`src/rtl/riscv_dm_pkg.sv`:
```
// Shared debug-module definitions: DMI field widths, response codes and request op encoding.
package riscv_dm_pkg;

   localparam int unsigned DMI_ADDR_WIDTH = 7;
   localparam int unsigned DMI_DATA_WIDTH = 32;
   localparam int unsigned DMI_OP_WIDTH   = 2;

   localparam logic [DMI_OP_WIDTH-1:0] RD_OP_SUCCESS = 2'd0;
   localparam logic [DMI_OP_WIDTH-1:0] RD_OP_FAILED  = 2'd2;
   localparam logic [DMI_OP_WIDTH-1:0] RD_OP_BUSY    = 2'd3;

   // Encoding 3 is reserved and deliberately has no enumerator.
   typedef enum logic [DMI_OP_WIDTH-1:0] {
      DMI_NOP   = 2'd0,
      DMI_READ  = 2'd1,
      DMI_WRITE = 2'd2
   } dmi_req_op_t;

endpackage

```
`src/rtl/riscv_dmi_responder_if.sv`:
```
// DMI request/response channel plus the register-side access port of the responder.
interface riscv_dmi_responder_if;
   import riscv_dm_pkg::*;

   logic                      req_valid_i;
   logic                      req_ready_o;
   logic [DMI_ADDR_WIDTH-1:0] req_addr_i;
   logic [DMI_DATA_WIDTH-1:0] req_data_i;
   logic [DMI_OP_WIDTH-1:0]   req_op_i;
   logic                      resp_valid_o;
   logic                      resp_ready_i;
   logic [DMI_DATA_WIDTH-1:0] resp_data_o;
   logic [DMI_OP_WIDTH-1:0]   resp_op_o;
   logic                      reg_req_o;
   logic                      reg_we_o;
   logic [DMI_ADDR_WIDTH-1:0] reg_addr_o;
   logic [DMI_DATA_WIDTH-1:0] reg_wdata_o;
   logic                      reg_gnt_i;
   logic                      reg_rvalid_i;
   logic [DMI_DATA_WIDTH-1:0] reg_rdata_i;
   logic                      reg_err_i;

   // Environment view: drives the DTM side and plays the register file.
   modport master (
      output req_valid_i, req_addr_i, req_data_i, req_op_i, resp_ready_i,
             reg_gnt_i, reg_rvalid_i, reg_rdata_i, reg_err_i,
      input  req_ready_o, resp_valid_o, resp_data_o, resp_op_o,
             reg_req_o, reg_we_o, reg_addr_o, reg_wdata_o
   );

   modport slave (
      input  req_valid_i, req_addr_i, req_data_i, req_op_i, resp_ready_i,
             reg_gnt_i, reg_rvalid_i, reg_rdata_i, reg_err_i,
      output req_ready_o, resp_valid_o, resp_data_o, resp_op_o,
             reg_req_o, reg_we_o, reg_addr_o, reg_wdata_o
   );

endinterface

```
`src/rtl/riscv_dmi_responder.sv`:
```
// Single-outstanding DMI responder: turns DTM requests into register-side accesses
// and returns a response, failing the access if the register side stalls too long.
module riscv_dmi_responder
   import riscv_dm_pkg::*;
#(
   parameter int unsigned TIMEOUT_CYCLES = 255
) (
   input  logic                  clk_i,
   input  logic                  rstn_i,
   riscv_dmi_responder_if.slave  dmi
);

   localparam int unsigned         CNT_W   = $clog2(TIMEOUT_CYCLES + 1);
   localparam logic [CNT_W-1:0]    TMO_VAL = CNT_W'(TIMEOUT_CYCLES);

   typedef enum logic [1:0] {
      S_IDLE,
      S_ACCESS,
      S_WAIT,
      S_RESP
   } state_e;

   state_e                    state_q, state_d;
   logic                      rdy_q, rdy_d;
   logic [DMI_ADDR_WIDTH-1:0] addr_q, addr_d;
   logic [DMI_DATA_WIDTH-1:0] wdata_q, wdata_d;
   logic [DMI_OP_WIDTH-1:0]   op_q, op_d;
   logic [CNT_W-1:0]          cnt_q, cnt_d;
   logic [DMI_DATA_WIDTH-1:0] resp_data_q, resp_data_d;
   logic [DMI_OP_WIDTH-1:0]   resp_op_q, resp_op_d;
   logic [CNT_W-1:0]          cnt_inc;
   logic                      tmo;
   logic                      accept;

   always_comb begin
      state_d     = state_q;
      addr_d      = addr_q;
      wdata_d     = wdata_q;
      op_d        = op_q;
      cnt_d       = cnt_q;
      resp_data_d = resp_data_q;
      resp_op_d   = resp_op_q;
      // tmo marks the last cycle an access may still complete in
      cnt_inc     = cnt_q + CNT_W'(1);
      tmo         = (cnt_inc == TMO_VAL);
      accept      = dmi.req_valid_i && rdy_q;

      unique case (state_q)
         S_IDLE: begin
            if (accept) begin
               addr_d      = dmi.req_addr_i;
               wdata_d     = dmi.req_data_i;
               op_d        = dmi.req_op_i;
               cnt_d       = '0;
               resp_data_d = '0;
               if (dmi.req_op_i == DMI_READ || dmi.req_op_i == DMI_WRITE) begin
                  state_d = S_ACCESS;
               end else if (dmi.req_op_i == DMI_NOP) begin
                  resp_op_d = RD_OP_SUCCESS;
                  state_d   = S_RESP;
               end else begin
                  resp_op_d = RD_OP_FAILED;
                  state_d   = S_RESP;
               end
            end
         end
         S_ACCESS: begin
            cnt_d = cnt_inc;
            if (tmo) begin
               resp_op_d   = RD_OP_FAILED;
               resp_data_d = '0;
               state_d     = S_RESP;
            end else if (dmi.reg_gnt_i) begin
               state_d = S_WAIT;
            end
         end
         S_WAIT: begin
            cnt_d = cnt_inc;
            if (dmi.reg_rvalid_i) begin
               resp_op_d   = dmi.reg_err_i ? RD_OP_FAILED : RD_OP_SUCCESS;
               resp_data_d = (!dmi.reg_err_i && op_q == DMI_READ) ? dmi.reg_rdata_i : '0;
               state_d     = S_RESP;
            end else if (tmo) begin
               resp_op_d   = RD_OP_FAILED;
               resp_data_d = '0;
               state_d     = S_RESP;
            end
         end
         S_RESP: begin
            if (dmi.resp_ready_i) begin
               state_d = S_IDLE;
            end
         end
         default: state_d = S_IDLE;
      endcase

      // Registered ready stays low through reset and rises on the first edge after it.
      rdy_d = (state_d == S_IDLE);
   end

   always_ff @(posedge clk_i or negedge rstn_i) begin
      if (!rstn_i) begin
         state_q     <= S_IDLE;
         rdy_q       <= 1'b0;
         addr_q      <= '0;
         wdata_q     <= '0;
         op_q        <= '0;
         cnt_q       <= '0;
         resp_data_q <= '0;
         resp_op_q   <= '0;
      end else begin
         state_q     <= state_d;
         rdy_q       <= rdy_d;
         addr_q      <= addr_d;
         wdata_q     <= wdata_d;
         op_q        <= op_d;
         cnt_q       <= cnt_d;
         resp_data_q <= resp_data_d;
         resp_op_q   <= resp_op_d;
      end
   end

   assign dmi.req_ready_o  = rdy_q;
   assign dmi.resp_valid_o = (state_q == S_RESP);
   assign dmi.resp_data_o  = resp_data_q;
   assign dmi.resp_op_o    = resp_op_q;
   assign dmi.reg_req_o    = (state_q == S_ACCESS) && !tmo;
   assign dmi.reg_we_o     = (op_q == DMI_WRITE);
   assign dmi.reg_addr_o   = addr_q;
   assign dmi.reg_wdata_o  = wdata_q;

endmodule
```
`src/flat_wrapper.sv`:
```
// flat-port wrapper written by rule: the top's interface ports become plain ports
module riscv_dmi_responder_flat import riscv_dm_pkg::*;
#(
   parameter int unsigned TIMEOUT_CYCLES = 255
)
  (clk_i, rstn_i, dmi_req_valid_i, dmi_req_addr_i, dmi_req_data_i, dmi_req_op_i, dmi_resp_ready_i, dmi_reg_gnt_i, dmi_reg_rvalid_i, dmi_reg_rdata_i, dmi_reg_err_i, dmi_req_ready_o, dmi_resp_valid_o, dmi_resp_data_o, dmi_resp_op_o, dmi_reg_req_o, dmi_reg_we_o, dmi_reg_addr_o, dmi_reg_wdata_o);
  riscv_dmi_responder_if dmi_i ();
  input  logic clk_i;
  input  logic rstn_i;
  input wire logic [$bits(dmi_i.req_valid_i)-1:0] dmi_req_valid_i;
  input wire logic [$bits(dmi_i.req_addr_i)-1:0] dmi_req_addr_i;
  input wire logic [$bits(dmi_i.req_data_i)-1:0] dmi_req_data_i;
  input wire logic [$bits(dmi_i.req_op_i)-1:0] dmi_req_op_i;
  input wire logic [$bits(dmi_i.resp_ready_i)-1:0] dmi_resp_ready_i;
  input wire logic [$bits(dmi_i.reg_gnt_i)-1:0] dmi_reg_gnt_i;
  input wire logic [$bits(dmi_i.reg_rvalid_i)-1:0] dmi_reg_rvalid_i;
  input wire logic [$bits(dmi_i.reg_rdata_i)-1:0] dmi_reg_rdata_i;
  input wire logic [$bits(dmi_i.reg_err_i)-1:0] dmi_reg_err_i;
  output wire logic [$bits(dmi_i.req_ready_o)-1:0] dmi_req_ready_o;
  output wire logic [$bits(dmi_i.resp_valid_o)-1:0] dmi_resp_valid_o;
  output wire logic [$bits(dmi_i.resp_data_o)-1:0] dmi_resp_data_o;
  output wire logic [$bits(dmi_i.resp_op_o)-1:0] dmi_resp_op_o;
  output wire logic [$bits(dmi_i.reg_req_o)-1:0] dmi_reg_req_o;
  output wire logic [$bits(dmi_i.reg_we_o)-1:0] dmi_reg_we_o;
  output wire logic [$bits(dmi_i.reg_addr_o)-1:0] dmi_reg_addr_o;
  output wire logic [$bits(dmi_i.reg_wdata_o)-1:0] dmi_reg_wdata_o;
  assign dmi_i.req_valid_i = dmi_req_valid_i;
  assign dmi_i.req_addr_i = dmi_req_addr_i;
  assign dmi_i.req_data_i = dmi_req_data_i;
  assign dmi_i.req_op_i = dmi_req_op_i;
  assign dmi_i.resp_ready_i = dmi_resp_ready_i;
  assign dmi_i.reg_gnt_i = dmi_reg_gnt_i;
  assign dmi_i.reg_rvalid_i = dmi_reg_rvalid_i;
  assign dmi_i.reg_rdata_i = dmi_reg_rdata_i;
  assign dmi_i.reg_err_i = dmi_reg_err_i;
  assign dmi_req_ready_o = dmi_i.req_ready_o;
  assign dmi_resp_valid_o = dmi_i.resp_valid_o;
  assign dmi_resp_data_o = dmi_i.resp_data_o;
  assign dmi_resp_op_o = dmi_i.resp_op_o;
  assign dmi_reg_req_o = dmi_i.reg_req_o;
  assign dmi_reg_we_o = dmi_i.reg_we_o;
  assign dmi_reg_addr_o = dmi_i.reg_addr_o;
  assign dmi_reg_wdata_o = dmi_i.reg_wdata_o;
  riscv_dmi_responder #(.TIMEOUT_CYCLES(TIMEOUT_CYCLES)) u_core (.clk_i(clk_i), .rstn_i(rstn_i), .dmi(dmi_i));
endmodule
```
`config.mk`:
```
export PLATFORM = sky130hd
export DESIGN_NAME = riscv_dmi_responder_flat
export DESIGN_NICKNAME = d
export VERILOG_FILES = /design/src/rtl/riscv_dm_pkg.sv /design/src/rtl/riscv_dmi_responder_if.sv /design/src/rtl/riscv_dmi_responder.sv /design/src/flat_wrapper.sv
export SDC_FILE = /design/constraint.sdc
export NUM_CORES = 1
export LEC_CHECK = 0
export CAP_MARGIN = 20
export CORE_ASPECT_RATIO = 0.6
export CORE_MARGIN = 5
export CORE_UTILIZATION = 25
export DETAILED_ROUTE_END_ITERATION = 7
export PLACE_DENSITY = 0.54
export SLEW_MARGIN = 0
export SYNTH_ARGS = -nofsm -noshare
export SYNTH_HDL_FRONTEND = slang
export SYNTH_SLANG_ARGS = --single-unit
```
`constraint.sdc`:
```
create_clock -name clk_i -period 1.85 [get_ports clk_i]
set_input_delay 0.185 -clock clk_i [delete_from_list [all_inputs] [get_ports clk_i]]
set_output_delay 0.185 -clock clk_i [all_outputs]
set_load 0.01 [all_outputs]
```
==> impl_metrics.toml <==
[power_and_ir_drop]
cell_internal_pwr_mw = 5.93
power.density_nw_per_um2 = 1330
total_power_mw = 8.92
clockPowerShare_pct = 20.2
switching_share_pct = 33.5
switchingPower_mw = 2.99
ir_worst_vdd_v = 0.000806
power_frac_seq_pct = 31.9
combPwrFrac_pct = 47.9
static-leakage-power_nw = 2.74

[worst_setup_path]
worstSetupPathType = "reg2out"
regToRegSetupSlack_ps = -100
worst_ep_required_time_ps = 1660
worst_setup_path_start_kind = "register"
critPathMaxFanout = 3
arrival_ps = 1770
crit_path_end_kind = "output port"

[route]
drt_wl_total_um = 13000
drt-vias-per-instance = 4.58
vias = 3591
post_drt_wl_per_cell_um = 16.6
drt_iter0_markers = 278
ant_nets = 0
drt_first_pass_iters = 4
drc = 0

[timing]
setup_ws_ps = -108
max_slew_margin_pct = 70.4
tightest_slew_ps = 443
whs_ps = 329
hold_violations = 0
fin_crit_ps = 1960
fin_skew_ps = 6.56
rsz0062_at_grt = "true"
setup_viol = 33
max_freq_mhz = 511
drv_slew = 0
fin_tns_setup_ps = -1760
min_period_over_period_pct = 106

[flow_run]
maxCapViolCount = 0

[yosys]
ys_warn_count = 0
synth_area_um2 = 4030
ys_ff_latch = 86
synth_flop_cell = "dfrtp_1"
ys_async_sr_fraction_pct = 100
synthCells = 371
synth_nets = 460
yosysUniqueCellTypes = 44
synth_edf_count = 0
yosysSeqAreaShare_pct = 53.4
syn_area_per_cell_um2 = 10.9

[floorplan]
dieArea_um2 = 18800
die_w_um = 174
rows = 36
start_util_pct = 25.1
die_y_um = 108
core_um2 = 16000
num_io_pins = 157

[grt]
antenna_found_initial = 0
overflow = 0
grt_pass1_wl_um = 19800
grtUsageTotal_pct = 13.3
grt_pass1_vias = 3745
grt_max_degree = 37

[cells_and_area]
final_util_pct = 41.9
postLayoutCellArea_um2 = 6730
antenna_cells = 0
drive_above_1_share_pct = 24.0
layout.nets = 659
fill_cells = 1519
areaGrowthSynthToFinish_pct = 66.8

[run_status]
violations = "negative setup slack"
run_status = "finished, violations left"

[placement]
globalplace.congestion = 0.758
portBuffers = 156
placedInstanceArea_um2 = 6120
dp.final_hpwl_um = 8920

[clock_network]
cts_buffer_depth = 2
cts-root-buf = "clkbuf_16"
clk_pin_slew_ps = 70
numCtsBuffers = 9
h-tree-depth = 3
cts_sinks = 86
cts_tree = "done"
clock_latency_ps = 330

[worst_hold_path]
hold_path.class = "in2async"
## state kept, by name (all words and copies together), names as in the netlist
register                flops
u_core.cnt_q                8
u_core.dmi.reg_addr_o       7
u_core.dmi.reg_wdata_o     32
u_core.dmi.req_ready_o      1
u_core.dmi.resp_data_o     32
u_core.dmi.resp_op_o        2
u_core.op_q                 2
u_core.state_q              2
## cell type report
| class | instances | area [µm²] | area share, % |
|---|---|---|---|
| flip-flops and latches | 86 | 2150 | 32.0 |
| repair buffers | 204 | 2070 | 30.7 |
| multi-input cells | 260 | 1920 | 28.5 |
| well taps | 209 | 262 | 3.89 |
| clock buffers | 11 | 233 | 3.46 |
| clock inverters | 5 | 60.1 | 0.893 |
| inverters | 9 | 36.3 | 0.540 |
## stage by stage
step	setup slack, ps	instances
6_report	-108	784
5_1_grt	-167	784
4_1_cts	-111	777
3_5_place_dp	-279	752
3_3_place_gp	-168	752
2_1_floorplan	8.92	371
## cell usage in the layout, fill, tap and decap left out, types with 2 or more instances in the layout
cell / Yosys / layout
inv_2: 0 / 3
nand3_2: 1 / 2
or2_2: 2 / 2
clkdlybuf4s50_1: 0 / 153
ha_1: 9 / 4
nand2b_1: 2 / 2
a21oi_2: 0 / 2
dfrtp_1: 86 / 85
and3_1: 2 / 2
inv_1: 9 / 5
nand3_1: 35 / 34
nor2_1: 7 / 7
nand2_1: 72 / 72
a21bo_4: 1 / 3
nor3_1: 6 / 5
clkinv_4: 0 / 2
clkbuf_16: 0 / 10
clkbuf_1: 9 / 2
o211ai_2: 5 / 5
buf_12: 0 / 7
buf_4: 0 / 34
o31ai_1: 2 / 2
buf_6: 3 / 6
mux2i_1: 2 / 2
o21ai_0: 11 / 11
nor2b_1: 3 / 3
ha_4: 0 / 4
mux2_2: 39 / 39
a21oi_1: 10 / 8
o211ai_1: 26 / 26
## repair_timing
item / CTS / global route
buffers inserted: 4 / 5
hold buffers: 1 / 0
gates cloned: 4 / 2
resized for setup: 25 / 13
pin swaps: 15 / 14
endpoints found under the setup margin: 35 / 41
hold endpoints to repair: 27 / 0
## worst paths after layout
check                                                    startpoint                                      to  depth (start not counted)
worst max-delay path                    u_core.cnt_q[1]$_DFFE_PN0P_                           dmi_reg_req_o                          6
worst min-delay path                                         rstn_i             u_core.state_q[1]$_DFF_PN0_                          2
worst max register to register          u_core.cnt_q[1]$_DFFE_PN0P_  u_core.dmi.resp_data_o[19]$_DFFE_PN0P_                          8
worst min register to register  u_core.dmi.resp_op_o[0]$_DFFE_PN0P_     u_core.dmi.resp_op_o[0]$_DFFE_PN0P_                          1
max in group asynchronous                                    rstn_i        u_core.dmi.req_ready_o$_DFF_PN0_                          3
min in group clk_i                                  dmi_req_op_i[0]              u_core.op_q[0]$_DFFE_PN0P_                          3
## cells in the mapped netlist (all sizes together), types with 3 or more instances
cell type  count  area (µm²)
dfrtp         86        2150
nand2         72         270
mux2          39         439
nand3         36         185
o211ai        31         258
o21ai         12        60.1
a21oi         10        50.1
buf           10        68.8
clkbuf         9        33.8
ha             9         113
inv            9        33.8
nor2           7        26.3
nor3           6        30.0
nor2b          3        18.8
## power groups by stage
| stage | Combinational, mW | Clock [mW] | Sequential, mW |
|---|---|---|---|
| 5_1_grt | 4.60 | 1.95 | 2.92 |
| 6_report | 4.27 | 1.81 | 2.84 |
| 4_1_cts | 4.13 | 1.86 | 2.85 |
| 2_1_floorplan | 1.53 | 0 | 3.07 |
| 3_3_place_gp | 3.90 | 0 | 2.84 |
| 3_5_place_dp | 3.97 | 0 | 2.87 |
## kinds of logic (layout without fill, tap and decap cells)
logic type / count (synthesis) / in the layout / share of synthesized area [%]
and+or+nand+nor: 138 / 138 / 15.6
buffers and inverters: 28 / 229 / 3.38
AOI/OAI and AO/OA: 68 / 71 / 13.3
adders and majority gates: 9 / 9 / 2.79
muxes: 41 / 41 / 11.4
DFF: 86 / 86 / 53.4
xor gates and xnor gates: 1 / 1 / 0.217
## worst max-delay path: stages (launching register included)
cell and delay (ps):
dfrtp_1 390, ha_2 210, nand2b_1 170, a21oi_2 180, o211a_4 170, and2b_2 210
buf_6 110
## layer usage
| metal | GRT usage [%] | share of wire, % | up-vias |
|---|---|---|---|
| met3 | 5.31 | 8.6 | 13 |
| met2 | 21.6 | 45 | 133 |
| met5 | 0 | 0 | - |
| li1 | - | - | 1732 |
| met1 | 16.7 | 45 | 1713 |
| met4 | 3.33 | 1.1 | 0 |
Note: power is estimated with default switching activity, not from simulation.
